<file path="config.mk">
export PLATFORM = sky130hd
export DESIGN_NAME = regfile_responder
export DESIGN_NICKNAME = d
export VERILOG_FILES = /design/src/rtl/regfile_responder.sv
export SDC_FILE = /design/constraint.sdc
export NUM_CORES = 1
export LEC_CHECK = 0
export CAP_MARGIN = 20
export CORE_AREA = 3 3 179 181
export CTS_CLUSTER_DIAMETER = 150
export DETAILED_ROUTE_END_ITERATION = 8
export DIE_AREA = 0 0 182 184
export SLEW_MARGIN = 20
export SYNTH_ARGS = -nofsm -noshare
export SYNTH_HDL_FRONTEND = slang
export SYNTH_SLANG_ARGS = --single-unit
</file>
<file path="constraint.sdc">
create_clock -name i_clk -period 2.6 [get_ports i_clk]
set_input_delay 0.52 -clock i_clk [delete_from_list [all_inputs] [get_ports i_clk]]
set_output_delay 0.52 -clock i_clk [all_outputs]
set_load 0.1 [all_outputs]
</file>
<file path="src/rtl/regfile_responder.sv">
// Register-file responder on the bus_if transaction bus: selector latching, write,
// two read ports and a multi-cycle CLEAR, with a registered one-cycle response strobe.
module regfile_responder #(
  parameter int unsigned NUM_REGS = 8,
  parameter bit          ZERO_REG = 1'b1,
  parameter type         word_t   = logic [31:0]
) (
  input  logic       i_clk,
  input  logic       i_rst_n,
  input  word_t      i_data,
  input  logic       i_valid,
  input  logic [3:0] i_command,
  output word_t      o_data,
  output logic       o_valid,
  output logic [3:0] o_error
);

  localparam int unsigned IW = $clog2(NUM_REGS);

  localparam logic [3:0] CMD_NOP    = 4'h0;
  localparam logic [3:0] CMD_SEL_A  = 4'h1;
  localparam logic [3:0] CMD_SEL_B  = 4'h2;
  localparam logic [3:0] CMD_SEL_W  = 4'h3;
  localparam logic [3:0] CMD_WRITE  = 4'h4;
  localparam logic [3:0] CMD_READ_A = 4'h5;
  localparam logic [3:0] CMD_READ_B = 4'h6;
  localparam logic [3:0] CMD_CLEAR  = 4'h7;

  localparam logic [3:0] ERR_OK        = 4'd0;
  localparam logic [3:0] ERR_BAD_CMD   = 4'd1;
  localparam logic [3:0] ERR_BAD_INDEX = 4'd2;
  localparam logic [3:0] ERR_BUSY      = 4'd3;
  localparam logic [3:0] ERR_READ_ONLY = 4'd4;

  typedef enum logic {S_IDLE, S_CLEAR} state_t;
  typedef logic [IW-1:0] idx_t;

  state_t     r_state, w_state_nxt;
  idx_t       r_cnt, w_cnt_nxt;
  idx_t       r_sel_a, r_sel_b, r_sel_w;
  idx_t       w_sel_a_nxt, w_sel_b_nxt, w_sel_w_nxt;
  word_t      r_regs [NUM_REGS];
  word_t      r_data, w_data_nxt;
  logic       r_valid, w_valid_nxt;
  logic [3:0] r_error, w_error_nxt;
  logic       w_we, w_clr, w_bad_idx;
  word_t      w_rd_a, w_rd_b;

  assign o_data  = r_data;
  assign o_valid = r_valid;
  assign o_error = r_error;

  // Register 0 reads as zero when it is the hardwired zero register.
  always_comb begin
    w_rd_a = r_regs[r_sel_a];
    w_rd_b = r_regs[r_sel_b];
    if (ZERO_REG && (r_sel_a == '0)) w_rd_a = '0;
    if (ZERO_REG && (r_sel_b == '0)) w_rd_b = '0;
  end

  assign w_bad_idx = ((i_data >> IW) != '0);

  always_ff @(posedge i_clk or negedge i_rst_n) begin
    if (!i_rst_n) begin
      r_state <= S_IDLE;
      r_cnt   <= '0;
      r_sel_a <= '0;
      r_sel_b <= '0;
      r_sel_w <= '0;
      r_data  <= '0;
      r_valid <= 1'b0;
      r_error <= ERR_OK;
    end else begin
      r_state <= w_state_nxt;
      r_cnt   <= w_cnt_nxt;
      r_sel_a <= w_sel_a_nxt;
      r_sel_b <= w_sel_b_nxt;
      r_sel_w <= w_sel_w_nxt;
      r_data  <= w_data_nxt;
      r_valid <= w_valid_nxt;
      r_error <= w_error_nxt;
    end
  end

  always_ff @(posedge i_clk or negedge i_rst_n) begin
    if (!i_rst_n) begin
      for (int i = 0; i < int'(NUM_REGS); i++) r_regs[i] <= '0;
    end else if (w_clr) begin
      r_regs[r_cnt] <= '0;
    end else if (w_we) begin
      r_regs[r_sel_w] <= i_data;
    end
  end

  // Next-state and response decode.
  always_comb begin
    w_state_nxt = r_state;
    w_cnt_nxt   = r_cnt;
    w_sel_a_nxt = r_sel_a;
    w_sel_b_nxt = r_sel_b;
    w_sel_w_nxt = r_sel_w;
    w_data_nxt  = r_data;
    w_valid_nxt = 1'b0;
    w_error_nxt = r_error;
    w_we        = 1'b0;
    w_clr       = 1'b0;

    case (r_state)
      S_IDLE: begin
        if (i_valid && (i_command != CMD_NOP)) begin
          w_valid_nxt = 1'b1;
          w_data_nxt  = '0;
          w_error_nxt = ERR_OK;
          case (i_command)
            CMD_SEL_A, CMD_SEL_B, CMD_SEL_W: begin
              if (w_bad_idx) begin
                w_error_nxt = ERR_BAD_INDEX;
              end else if (i_command == CMD_SEL_A) begin
                w_sel_a_nxt = i_data[IW-1:0];
              end else if (i_command == CMD_SEL_B) begin
                w_sel_b_nxt = i_data[IW-1:0];
              end else begin
                w_sel_w_nxt = i_data[IW-1:0];
              end
            end
            CMD_WRITE: begin
              if (ZERO_REG && (r_sel_w == '0)) w_error_nxt = ERR_READ_ONLY;
              else                             w_we        = 1'b1;
            end
            CMD_READ_A: w_data_nxt = w_rd_a;
            CMD_READ_B: w_data_nxt = w_rd_b;
            CMD_CLEAR: begin
              w_valid_nxt = 1'b0;
              w_data_nxt  = r_data;
              w_error_nxt = r_error;
              w_state_nxt = S_CLEAR;
              w_cnt_nxt   = '0;
            end
            default: w_error_nxt = ERR_BAD_CMD;
          endcase
        end
      end
      S_CLEAR: begin
        w_clr     = 1'b1;
        w_cnt_nxt = r_cnt + IW'(1);
        // Completion response wins over any command presented on the last edge.
        if (r_cnt == IW'(NUM_REGS - 1)) begin
          w_state_nxt = S_IDLE;
          w_cnt_nxt   = '0;
          w_valid_nxt = 1'b1;
          w_data_nxt  = '0;
          w_error_nxt = ERR_OK;
        end else if (i_valid && (i_command != CMD_NOP)) begin
          w_valid_nxt = 1'b1;
          w_data_nxt  = '0;
          w_error_nxt = ERR_BUSY;
        end
      end
      default: w_state_nxt = S_IDLE;
    endcase
  end

endmodule

</file>
* Yosys cells after proc, flatten, opt, wreduce, memory -nomap -nowiden *
Cells that the tools add are included.

word-level totals
  bits in registers = 306
  input bits = 39
  word-level logic and storage cells = 106

cells by class
  add/sub/neg operators = 1
  magnitude comparators = 6
  eq/ne operators = 12
  multiplexer cells = 45
  bitwise gates (word level) = 10
  reduce and logical (&&, ||, !) cells = 16

operators with widths
  operator            number
  $mux 256            2
  $mux 32             11
  $and 256x256->256   1
  $bwmux 256          1
  $not 256->256       1
  $bmux 32 s3         2
  $demux 32 s3        2
  $pmux 32 s3         1
  $pmux 32 s2         1
  $reduce_bool 32->1  1
  $eq 4x3->1 const B  4
  $ge 4x4->1 const B  4
  $not 3->4           4
  $pmux 4 s4          1
  $mux 1              12
  $mux 3              4
  $mux 4              3
  $reduce_and 6->1    2
  $logic_not 3->1     3
  $eq 4x2->1 const B  2
  $lt 4x1->1 const B  2
  $pmux 4 s2          1
  $pmux 3 s2          1
  $reduce_and 5->1    1
  16 further kinds    23

* Logic depth before layout (Yosys ltp) *
  word-level depth = 8
  depth in mapped cells = 7
  depth with buffers taken out = 5

* Worst setup path after synthesis *
Ideal clock, no wire load.

  path type = input-to-reg
  start point = input port i_data[3] (netlist name)
  end point = register r_sel_w[0]
  arrival time = 1924 ps
  slack = 552 ps
  cell stages on the path = 5
  cells stage by stage = clkbuf_1 nor4_1 nand4_1 nor4_2 mux2_2

between the ends
  longest elaborated chain between the ends = 3

ends and longest elaborated chain
  item                               line  text
  start, declared                    10    input word_t i_data,
  $reduce_bool 32->1                 61    assign w_bad_idx = ((i_data >> IW) != '0);
  $not 1->1 (no source line)         -
  $reduce_and 6->1 (no source line)  -
  end signal, assigned               78    r_sel_w <= w_sel_w_nxt;
  end, declared                      40    idx_t r_sel_a, r_sel_b, r_sel_w;

Every way passes these cells.
A chain may end at the register's enable or synchronous reset.

* Final worst setup path *
  start point = input port i_data[26] (netlist name)
  end point = register r_sel_a[2]

between the ends
  longest elaborated chain between the ends = 3

ends and longest elaborated chain
  item                               line  text
  $reduce_bool 32->1                 61
  $not 1->1 (no source line)         -
  $reduce_and 5->1 (no source line)  -
  end signal, assigned               76    r_sel_a <= w_sel_a_nxt;
  end, declared                      40

Every way passes these cells.

==> out/qor.csv <==
metric,value,unit
core-area,30600,um2
peakVddDrop,0.581,mV
drive_gt1_share,24.6,%
synth_area,13800,um2
clockRootBuffer,clkbuf_16,
io_pins,76,
post_synth_num_cell_types,57,
synthTopCellsByArea,"dfrtp_1 50%, a22o_1 14%, mux2_2 5.1%",
yosysSeqAreaShare,49.6,%
synth-seq-cells,273,
p_per_area,607,nW/um2
setup_viol,0,
met2_length,21.5,mm
cts_sinks,273,
firstDrtPassIters,7,
clk_pin_slew,0.06,ns
slew_violations,0,
n_antenna_cell,0,
ys.flop_type,dfrtp_1,
pre_cts_slack,-0.448,ns
cts_buffers,31,
grt_pass1_vias,11900,
hold_viol_final,0,
utilization,54.8,%
syn_to_final_growth,21.6,%
p_total,10.2,mW
syn_inst,1217,
max_cap_violations,0,
route.vias.total,11700,
yosys_warnings,0,
vias_per_cell,6.85,
crit_buf_inv,4,
synth-edff-count,0,
clkLatencyLatePin,0.56,ns
async_flop_share,100,%
drt-initial-drc-count,1286,
yosysTopAreaCellShare,49.6,%
wl_per_cell,28.1,um
portBuffers,74,
grt.total_usage,28.2,%
cts_tree,built,
final_common_cell,dfrtp_1,
setup_ws,0.112,ns
post-cts-setup-buffers,0,
ant_nets,0,
r2r-start,r_sel_b[1],
period_needed,2.49,ns
hp-class,input port to asynchronous set/reset pin,
dieHeight,184,um
cts.hold.buffers_added,1,
drc,0,
cts-resized-gates,0,
arrival,2.92,ns
synth_top_area_cell,dfrtp_1,
crit_family,buffers and inverters,
critical_path_class,input port to flop,
cp-end-kind,flop,
cp.required,3.03,ns
place_congestion,0.844,
setup.worst_path.start,i_data[26],
worstPathMaxFanout,4,
synth_nets,1258,
hold_slack,0.462,ns
num_rows,64,
final_cell_mix,"269 x dfrtp_1, 226 x a22o_1, 132 x buf_4",
antenna_found_initial,0,
clock.fmax,402,MHz
hpwl,28.8,mm
worst_pin_slew,1.12,ns
grt_overflow,0,
initial_utilization,45.0,%
path_common_cell,buf_4,
outcome,"finished, final reports clean",
clock_path_buffers,3,
h-tree-depth,1,
routed_wl,48.0,mm
wl_met3,4.07,mm
critPathSlowestCell,nor4_1,
grt_pass1_wl,73.8,mm
cp_slowest_stage_delay,0.58,ns
slew_headroom,24.8,%
fin_nets,1333,
timing.final.crit_share,95.7,%
syn_avg_cell_area,11.3,um2
p_leak,7.47,nW
rsz0062_at_grt,false,
grt_start_max_net_pins,81,
fin_skew,0.00965,ns
cp-start-kind,input port,
top_layer,met4,
path_cells,"clkdlybuf4s50_1, nor4_1, buf_4, nand4_1, buf_4, nor4_2, buf_4, mux2_1",
wl_met1,21.3,mm
die_w,182,um
fin_setup_tns,0,ns
dieArea,33500,um2
[metal layers]
layer | global-route usage [%] | vias to the layer above
met5 | 0 | -
met4 | 8.17 | 0
met3 | 5.01 | 101
met2 | 43.1 | 622
met1 | 41.4 | 6022
li1 | - | 4961
[through the flow]
stage,area (um2),std cells
global route,16800,1710
finish,16800,1710
floorplan,13800,1217
CTS,16800,1710
global placement,15700,1654
detailed placement,15700,1654
[layout make-up]
| type | instances | area [um2] |
|---|---|---|
| Clock inverter | 14 | 170 |
| Tap cell | 396 | 495 |
| Sequential cell | 273 | 6840 |
| Timing Repair Buffer | 195 | 1870 |
| Fill cell | 2628 | 13800 |
| Clock buffer | 41 | 883 |
| Inverter | 4 | 15.0 |
| Multi-Input combinational cell | 787 | 6480 |
[registers in the layout, indices dropped and copies added (netlist names)]
name	count
o_data	32
o_valid	1
o_error	3
r_state	1
r_cnt	3
r_sel_w	3
r_sel_b	3
r_sel_a	3
r_regs	224
[cell usage after synthesis (2+ instances only)]
cell         n
or3b_2       2
nor3_2       6
a211o_1     18
nand3b_1    18
a31oi_1      5
buf_1       32
a22o_1     226
nand2_1      8
or2_2       19
nand3_1      2
a22oi_1      6
nor2b_1     49
mux2_2      63
a221o_1     15
nor4_1      46
or3_1        4
o211ai_1     6
o2bb2ai_1   14
dfrtp_1    273
mux4_2       2
mux2i_1     28
o22a_1       7
inv_1        4
nor3_1       4
o21ai_0      9
clkbuf_1    96
nand2b_1    12
ha_1         2
nand4_1      2
a221oi_1    57
clkbuf_2     2
o22ai_1     24
buf_2       22
nor2_1      33
a211oi_1    46
nor4_2       3
mux2_1       4
a21oi_1     29
[power by group]
part	internal (mW)	switching, mW
clock network	2.76	1.78
logic	0.411	0.858
registers	4.30	0.0646
[final timing paths]
| check | endpoint | slack (ns) | depth (start not counted) |
|---|---|---|---|
| worst min register to register | o_error[2] | 0.48 | 1 |
| max in group asynchronous | o_data[20] | 1.23 | 3 |
| min in group i_clk | o_error[2] | 0.48 | 1 |
| worst max register to register | o_data[29] | 0.18 | 5 |
| worst min-delay path | r_regs[6] | 0.46 | 2 |
| worst max-delay path | r_sel_a[2] | 0.11 | 8 |
[cells by family after synthesis]
| group | after synthesis | share of synthesized area, % |
|---|---|---|
| other cells | 1 | 0.0272 |
| simple gates | 215 | 9.78 |
| mux | 97 | 7.84 |
| buf+inv | 157 | 4.52 |
| fa+ha+maj | 2 | 0.182 |
| compound gates | 472 | 28.1 |
| flops | 273 | 49.6 |
[worst reg2reg max path, delay by kind of cell, from the launching register on]
family                 cells  cell delay [ns]
buffers and inverters      1             0.36
flip-flops                 1             0.43
AO/OA/AOI/OAI              2             0.28
AND/OR/NAND/NOR            2             1.29
No activity file was read; power rests on OpenSTA's default activity.
